--- src/rtl/cpu_sel_pkg.sv ---
// rtl/cpu_sel_pkg.sv - shared constants and helpers for the channel selector
package cpu_sel_pkg;

  localparam int MAX_CHANNELS = 16;
  localparam int DEF_WIDTH    = 32;

  // Width of an index able to address n items, never less than one bit.
  function automatic int clog2_min1(input int n);
    int r;
    r = 0;
    while ((1 << r) < n) r++;
    return (r < 1) ? 1 : r;
  endfunction

endpackage

--- src/rtl/rr_grant.sv ---
// rtl/rr_grant.sv - combinational round-robin / fixed-priority grant
module rr_grant #(
  parameter int N  = 4,
  parameter int IW = 2
) (
  input  logic [N-1:0]  req_i,
  input  logic [IW-1:0] last_i,
  input  logic          fixed_prio_i,
  output logic [N-1:0]  grant_o,
  output logic [IW-1:0] idx_o
);

  logic [2*N-1:0] dbl;
  logic [N-1:0]   rot;
  logic           found;
  int             start;
  int             pos;

  // Rotate the doubled request vector so the search always starts at bit 0,
  // then map the first hit back to a channel index modulo N.
  always_comb begin
    dbl     = {req_i, req_i};
    start   = fixed_prio_i ? 0 : ((int'(last_i) + 1) % N);
    rot     = N'(dbl >> start);
    found   = 1'b0;
    pos     = 0;
    grant_o = '0;
    idx_o   = '0;
    for (int j = 0; j < N; j++) begin
      if (!found && rot[j]) begin
        found = 1'b1;
        pos   = start + j;
        if (pos >= N) pos = pos - N;
      end
    end
    for (int c = 0; c < N; c++) begin
      if (found && (pos == c)) grant_o[c] = 1'b1;
    end
    if (found) idx_o = IW'(pos);
  end

endmodule

--- src/rtl/rr_data_selector.sv ---
// rtl/rr_data_selector.sv - N:1 valid/ready selector with registered output
module rr_data_selector
  import cpu_sel_pkg::*;
#(
  parameter int WIDTH    = DEF_WIDTH,
  parameter int CHANNELS = 4
) (
  input  logic                               clk,
  input  logic                               rst_n,
  input  logic [CHANNELS*WIDTH-1:0]          In_Data,
  input  logic [CHANNELS-1:0]                In_Valid,
  output logic [CHANNELS-1:0]                In_Ready,
  input  logic                               Fixed_Prio,
  output logic [WIDTH-1:0]                   Out_Data,
  output logic [clog2_min1(CHANNELS)-1:0]    Out_Chan,
  output logic                               Out_Valid,
  input  logic                               Out_Ready
);

  localparam int CHAN_W = clog2_min1(CHANNELS);

  logic [WIDTH-1:0]    out_data_q, out_data_d;
  logic [CHAN_W-1:0]   out_chan_q, out_chan_d;
  logic                out_valid_q, out_valid_d;
  logic [CHAN_W-1:0]   last_q, last_d;

  logic [CHANNELS-1:0] grant;
  logic [CHAN_W-1:0]   grant_idx;
  logic                load;
  logic                xfer;
  logic [WIDTH-1:0]    sel_data;

  rr_grant #(
    .N  (CHANNELS),
    .IW (CHAN_W)
  ) u_grant (
    .req_i        (In_Valid),
    .last_i       (last_q),
    .fixed_prio_i (Fixed_Prio),
    .grant_o      (grant),
    .idx_o        (grant_idx)
  );

  // The slot refills whenever it is empty or being drained this cycle.
  always_comb begin
    load     = !out_valid_q || Out_Ready;
    In_Ready = grant & {CHANNELS{load}};
    xfer     = |(In_Valid & In_Ready);
  end

  // AND-OR data mux over the one-hot grant.
  always_comb begin
    sel_data = '0;
    for (int i = 0; i < CHANNELS; i++) begin
      sel_data = sel_data | (In_Data[i*WIDTH +: WIDTH] & {WIDTH{grant[i]}});
    end
  end

  // Next state of the output slot and the round-robin pointer.
  always_comb begin
    out_data_d  = out_data_q;
    out_chan_d  = out_chan_q;
    out_valid_d = out_valid_q;
    last_d      = last_q;
    if (load) begin
      if (xfer) begin
        out_data_d  = sel_data;
        out_chan_d  = grant_idx;
        out_valid_d = 1'b1;
        last_d      = grant_idx;
      end else begin
        out_valid_d = 1'b0;
      end
    end
  end

  // State registers; pointer resets to the last channel so channel 0 leads.
  always_ff @(posedge clk or negedge rst_n) begin
    if (!rst_n) begin
      out_data_q  <= '0;
      out_chan_q  <= '0;
      out_valid_q <= 1'b0;
      last_q      <= CHAN_W'(CHANNELS - 1);
    end else begin
      out_data_q  <= out_data_d;
      out_chan_q  <= out_chan_d;
      out_valid_q <= out_valid_d;
      last_q      <= last_d;
    end
  end

  assign Out_Data  = out_data_q;
  assign Out_Chan  = out_chan_q;
  assign Out_Valid = out_valid_q;

endmodule

--- config.mk ---
export PLATFORM = sky130hd
export DESIGN_NAME = rr_data_selector
export DESIGN_NICKNAME = d
export VERILOG_FILES = /design/src/rtl/cpu_sel_pkg.sv /design/src/rtl/rr_grant.sv /design/src/rtl/rr_data_selector.sv
export SDC_FILE = /design/constraint.sdc
export NUM_CORES = 1
export LEC_CHECK = 0
export CAP_MARGIN = 40
export CELL_PAD_IN_SITES_DETAIL_PLACEMENT = 0
export CELL_PAD_IN_SITES_GLOBAL_PLACEMENT = 1
export CORE_ASPECT_RATIO = 1.5
export CORE_MARGIN = 10
export CORE_UTILIZATION = 25
export CTS_CLUSTER_SIZE = 40
export DETAILED_ROUTE_END_ITERATION = 10
export DONT_BUFFER_PORTS = 1
export PLACE_DENSITY_LB_ADDON = 0.12
export SKIP_LAST_GASP = 1
export SYNTH_ARGS = -nofsm -noshare
export SYNTH_HDL_FRONTEND = slang
export SYNTH_HIERARCHICAL = 1
export SYNTH_SLANG_ARGS = --single-unit
--- constraint.sdc ---
create_clock -name clk -period 3.15 [get_ports clk]
set_clock_uncertainty 0.1 [all_clocks]
set_input_delay 0.4725 -clock clk [delete_from_list [all_inputs] [get_ports clk]]
set_output_delay 0.4725 -clock clk [all_outputs]
set_load 0.005 [all_outputs]
# Yosys cells after proc, flatten, opt, wreduce, memory -nomap -nowiden
# Index checks and enable logic that the tools add are counted.
# word_totals
ff_bits	37
in_bits	136
output_inout_bits	39
elab_cells	65
# op_classes
n_addsub	8
n_lt_le_gt_ge	4
eq_ne	3
shifts	1
mux	19
n_bitwise	10
reduce_logical	16
# ops
operator	n
32-bit 2-to-1 mux	9
32-bit bitwise AND	4
32-bit by 4-bit greater-or-equal comparator with 1-bit output, second input constant	4
32-bit by 4-bit subtractor with 32-bit output, second input constant	4
32-bit bitwise OR	3
32-bit by 3-bit adder with 32-bit output, second input constant	2
32-bit by 3-bit == test with 1-bit output, second input constant	2
32-bit by 2-bit adder with 32-bit output, second input constant	1
32-bit by 2-bit == test with 1-bit output, second input constant	1
32-bit logical NOT	1
8-bit by 32-bit >> shifter with 4-bit output	1
1-bit 2-to-1 mux	9
4-bit bitwise AND	2
1-bit logical AND	7
1-bit logical NOT	4
4-bit OR reduction	1
2-bit by 1-bit adder with 2-bit output, second input constant	1
2-bit 2-to-1 mux	1
2-bit AND reduction	1
2-bit OR reduction	1
1-bit bitwise AND, first input constant	1
1-bit logical OR	1

# Depth between registers and ports, before layout
# depth
depth_word	22
mapped_depth	13
depth_no_buf	8

# By module
# The synthesis kept the hierarchy.
# modules_own_cells
mod	n_inst	cells_each	area_per_inst_um2
rr_data_selector	1	198	2270.9
rr_grant	1	61	419.2

# Worst setup path after synthesis
# Ideal clock, no wire load.
# synth_path
path_kind	input port to output port
from	in In_Valid[3]
to	out In_Ready[1]
arrival_time_ns	2.329
slack_ns	0.248
path_stages	9
n_path_buf	3
path_cell_list	buf_2 or4b_2 nor4_1 a31oi_1 nand2_1 o211a_1 buf_2 buf_1 and2_1
# synth_between
elab_chain_len	15
word_cells_on_any_way	19
cone_classes	1 x eq/ne; 1 x shift; 9 x mux; 1 x bitwise; 7 x reduce/logical
# synth_lines
element	line_no	source
from (decl)	rr_data_selector.sv:11	input logic [CHANNELS-1:0] In_Valid,
8-bit by 32-bit >> shifter with 4-bit output *	rr_grant.sv:24	rot = N'(dbl >> start);
1-bit 2-to-1 mux	rr_grant.sv:30	if (!found && rot[j]) begin
1-bit logical NOT	rr_grant.sv:30	
1-bit logical AND	rr_grant.sv:30	
1-bit 2-to-1 mux	rr_grant.sv:30	
1-bit logical NOT	rr_grant.sv:30	
1-bit logical AND	rr_grant.sv:30	
1-bit 2-to-1 mux	rr_grant.sv:30	
1-bit logical NOT	rr_grant.sv:30	
1-bit logical AND	rr_grant.sv:30	
32-bit 2-to-1 mux	rr_grant.sv:30	
32-bit by 2-bit == test with 1-bit output	rr_grant.sv:37	if (found && (pos == c)) grant_o[c] = 1'b1;
1-bit logical AND *	rr_grant.sv:37	
1-bit 2-to-1 mux *	rr_grant.sv:37	
net grant[1]	rr_data_selector.sv:27	logic [CHANNELS-1:0] grant;
4-bit bitwise AND *	rr_data_selector.sv:47	In_Ready = grant & {CHANNELS{load}};
to (decl)	rr_data_selector.sv:12	output logic [CHANNELS-1:0] In_Ready,
# The timed path passes the listed nets; every way through them passes the cells marked *.

# Final worst setup path
# layout_path
from	reg last_q[0]
to	out In_Ready[3]
# layout_between
elab_chain_len	19
word_cells_on_any_way	38
cone_classes	8 x add/sub; 4 x order compare; 1 x eq/ne; 1 x shift; 14 x mux; 2 x bitwise; 8 x reduce/logical
# layout_lines
element	line_no	source
from (decl)	rr_data_selector.sv:25	logic [CHAN_W-1:0] last_q, last_d;
from (signal assigned)	rr_data_selector.sv:83	last_q <= CHAN_W'(CHANNELS - 1);
from (signal assigned)	rr_data_selector.sv:88	last_q <= last_d;
2-bit by 1-bit adder with 2-bit output *	rr_grant.sv:23	start = fixed_prio_i ? 0 : ((int'(last_i) + 1) % N);
2-bit OR reduction (no source line)	n/a	
1-bit bitwise AND (no source line)	n/a	
32-bit 2-to-1 mux *	rr_grant.sv:23	
branches (longest 12 deep; another with 32-bit by 2-bit adder with 32-bit output)	n/a	
1-bit logical AND *	rr_grant.sv:37	
1-bit 2-to-1 mux *	rr_grant.sv:37	
net grant[3]	rr_data_selector.sv:27	
4-bit bitwise AND *	rr_data_selector.sv:47	
# Mark *: on every way through the listed nets, which the timed path passes.

==> impl_summary.md <==
Logic synthesis
The post-synthesis register bit count is 37. By area, the combinational part of the netlist is dominated by compound AO/OA/AOI/OAI gates. The mean instance size in the synthesized netlist is 10.39 µm². After technology mapping, the gate count stands at 259. For this run, the number of Yosys warnings is 6. The number of nets in the synthesized netlist is 395. The primary flip-flop cell chosen by synthesis mapping is dfrtp_1. For this run, asynchronously set or reset flops after synthesis account for 1.000. Of the total synthesized cell area, the portion taken by full adders, half adders and majority gates is 0. The multiplexer fraction of the synthesized cell area is 0.2019.

The number of enable-type register cells in the synthesized netlist is 0. Of the total synthesized cell area, the portion taken by XOR and XNOR cells is 0.003256. The distinct cell type count of the synthesized netlist is 42.

Sorting the synthesized cells by how often they occur yields a22oi_1 (64), dfrtp_1 (35), nand2_1 (33), mux2_4 (31), clkbuf_1 (8). The biggest area contributor in the post-synthesis netlist is dfrtp_1. The area share of and/or/nand/nor cells after synthesis is 0.1047.

The synthesized netlist occupies a cell area of 2690 µm². Yosys attributes the largest share of cell area to dfrtp_1 (33%), a22oi_1 (18%), mux2_4 (17%). In the post-synthesis netlist, the cell with the most instances is a22oi_1. The synthesized-area fraction occupied by ao, oa, aoi and oai cells is 0.2716.

For this run, the register share of the synthesized area comes to 0.3451. The top cell type's share of synthesized area is 0.3256.

Global route
The global route total overflow is 0. The first global-routing pass estimated 15.00 mm of wire. The via count of the first global-routing pass is 2583. Across every metal layer, demand over resource in global routing totals 0.1220.

The initial antenna violation count is 0. Entering global routing, the biggest net connects 38 pins.

Placement
At the end of routability-driven placement, the weighted congestion stood at 0.7620. The count of buffers added on input and output ports is 0. After legalization and detailed placement, the total HPWL measured 7.518 mm.

Once placement finished, the instance area stood at 2874 µm². Counting tap cells, the placed design contains a total of 386 instances.

Layout
Counting the fill cells in the layout gives 1106. The finished layout holds 404 standard cells, fillers aside. The area of all placed cells without fillers is 3228 µm².

Registers take 928.4 µm². The final antenna diode count is 0. After the last flow step, the layout net total stands at 395. The fraction of layout instances using a drive strength above 1 is 0.2769. In the final layout, the multi-input gates occupy 1633 µm². The area growth from synthesis to layout is 20.00%.

Critical path
The kind of critical path is reg2out. The type of destination of the critical path is a primary output. STA classifies the critical path startpoint as a flip-flop. Data arrives at the worst endpoint at 2.46 ns. The critical path data required time is 2.58 ns. The critical-path maximum fanout is 10. The worst register-to-register path has a setup slack of 0.15 ns.

Timing
The hold violation total from the final report is 0. The final critical delay including setup and external delays is 3.033 ns. The ratio of final minimum period to clock period is 0.9628. In this run the tightest slew margin relative to its limit is 0.7611.

At the pin with the least slew margin, the transition time is 0.3560 ns. The highest clock frequency the design can meet is 329.7 MHz. The number of pins with negative max-slew slack in the final report is 0. The total setup violations reported at the end of the flow is 0.

Floorplan
The floorplan has 46 rows. The die covers 15390 µm². The width of the die is 104.7 µm. The number of placed I/O pins is 175. The height of the die is 147.0 µm.

The floorplan step defined a core boundary enclosing 10530 µm². The initial core utilization is 0.2554.

Detailed routing
The count of TritonRoute iterations in the first routing pass is 4. The wire length per cell is 25.48 µm. The detailed router finished its first iteration with 123 violations. The detailed-route DRC error count is 0. The routed layout has 2148 vias. Once detail routing completed, the nets flagged for antenna violations numbered 0. Using the TritonRoute via totals, the vias-per-cell ratio works out to 5.317. The total wirelength of the detailed-routed design is 10.30 mm.

CTS
Clock-pin slew was measured on the worst setup and hold paths at 0.05 ns. Buffers inserted during clock tree synthesis total 5. In this run the deepest clock path goes through 2 buffers. The H-tree generated during clock tree synthesis spans 2 levels. The clock latency reported for the late side of the worst-skew pair is 0.27 ns.

TritonCTS built the clock tree. The clock root buffer is clkbuf_16. The clock sink count is 37.

Power and ir drop
Of the total power, combinational logic draws 0.576. The sequential power share is 0.282. After layout, the design draws a total of 3.431 mW. The switching power of the nets is 1.278 mW. The internal power component is 2.153 mW. The worst voltage drop across the vdd grid is 0.3380 mV. The static power due to leakage is 1.397 nW. Of the total power, the share spent switching nets is 0.3725.

Of the total power, the clock network draws 0.142. In this run the power density over the cells is 1063 nW/µm².

Hold path
The type of the worst min-delay path is in2reg.

Job
The max-capacitance violation count is 0.

Run status
The flow ran to the end, and the final reports show no timing, DRC or antenna violations.
-- critical path, cell delays in order, from the launching register on --
cell and delay, ns:
dfstp_2 0.57, xnor2_1 0.12, or2_2 0.35, a221o_1 0.45
buf_4 0.19, o2bb2ai_4 0.19, buf_6 0.17, and2_1 0.16
-- path summary, 6_finish.rpt --
| kind | start | endpoint | cells after the start |
|---|---|---|---|
| min in group asynchronous | rst_n | Out_Data[13]$_DFFE_PN0P_ | 2 |
| max in group asynchronous | rst_n | last_q[1]$_DFFE_PN1P_ | 2 |
| worst min-delay path | In_Valid[3] | Out_Valid$_DFFE_PN0N_ | 2 |
| worst min register to register | Out_Data[31]$_DFFE_PN0P_ | Out_Data[31]$_DFFE_PN0P_ | 1 |
| worst max register to register | last_q[0]$_DFFE_PN1P_ | Out_Data[2]$_DFFE_PN0P_ | 10 |
| worst max-delay path | last_q[0]$_DFFE_PN1P_ | In_Ready[3] | 7 |
-- power by group through the flow --
stage | registers, mW | logic, mW | clock network [mW]
floorplan | 0.869 | 1.41 | 0
global placement | 1.02 | 1.70 | 0
detailed placement | 1.00 | 1.73 | 0
CTS | 0.989 | 1.81 | 0.508
global route | 1.00 | 2.15 | 0.526
finish | 0.967 | 1.98 | 0.488
-- metrics by stage --
| stage | util | setup TNS [ns] | hold slack (ns) | setup slack (ns) |
|---|---|---|---|---|
| 2_1_floorplan | - | 0 | 0.07691 | 0.2484 |
| 3_3_place_gp | 0.2729 | 0 | 0.07936 | 0.04067 |
| 3_5_place_dp | 0.2729 | 0 | 0.07893 | 0.04882 |
| 4_1_cts | 0.2934 | 0 | 0.2649 | 0.001098 |
| 5_1_grt | 0.3065 | -0.02035 | 0.2738 | -0.02035 |
| 6_report | 0.3065 | 0 | 0.2686 | 0.1173 |
-- cell families (layout without fill, tap and decap cells) --
kind of cell / after synthesis / after routing
flip-flops: 37 / 37
XOR/XNOR: 1 / 1
multiplexers: 38 / 38
buffers and inverters: 31 / 32
AO/OA/AOI/OAI: 93 / 93
AND/OR/NAND/NOR: 59 / 59
-- layout by cell type, fill, tap and decap left out, types with 3 or more instances in the layout --
cell type / synthesis / routed
o32a_1: 3 / 3
mux2_4: 31 / 31
nor2_1: 4 / 4
o211ai_1: 3 / 3
buf_4: 1 / 8
a22oi_1: 64 / 64
nor4_1: 4 / 4
mux2_1: 6 / 6
dfrtp_1: 35 / 35
nand3_1: 3 / 3
and2_1: 4 / 4
inv_1: 3 / 3
nand2_1: 33 / 33
a21oi_1: 4 / 4
buf_12: 0 / 7
nand2b_1: 3 / 3
clkbuf_16: 0 / 8
o21ai_0: 4 / 3
-- state kept, by name, summed over array words and instances, names as in the netlist --
signal / count
Out_Chan: 2
Out_Data: 32
Out_Valid: 1
last_q: 2
-- layer usage --
metal | GRT usage | routed length [µm] | part of all wire | vias up
li1 | - | - | - | 993
met1 | 0.1249 | 3803 | 0.37 | 1064
met2 | 0.2276 | 5708 | 0.55 | 86
met3 | 0.04116 | 709 | 0.069 | 5
met4 | 0.03581 | 73 | 0.0071 | 0
met5 | 0 | 0 | 0 | -
-- layout make-up --
type | instances | area share
Multi-Input combinational cell | 191 | 0.5058
Sequential cell | 37 | 0.2876
Timing Repair Buffer | 21 | 0.1019
Tap cell | 144 | 0.05581
Clock buffer | 8 | 0.04535
Inverter | 3 | 0.003488
-- what timing repair did --
item | in CTS | in global routing
endpoints found under the hold margin | 37 | 0
endpoints found under the setup margin | 4 | 40
pin swaps | 0 | 4
hold buffers | 2 | 0
resized for setup | 1 | 8
cloned | 1 | 3
buffers inserted | 1 | 3
Note: power is estimated with default switching activity, not from simulation.
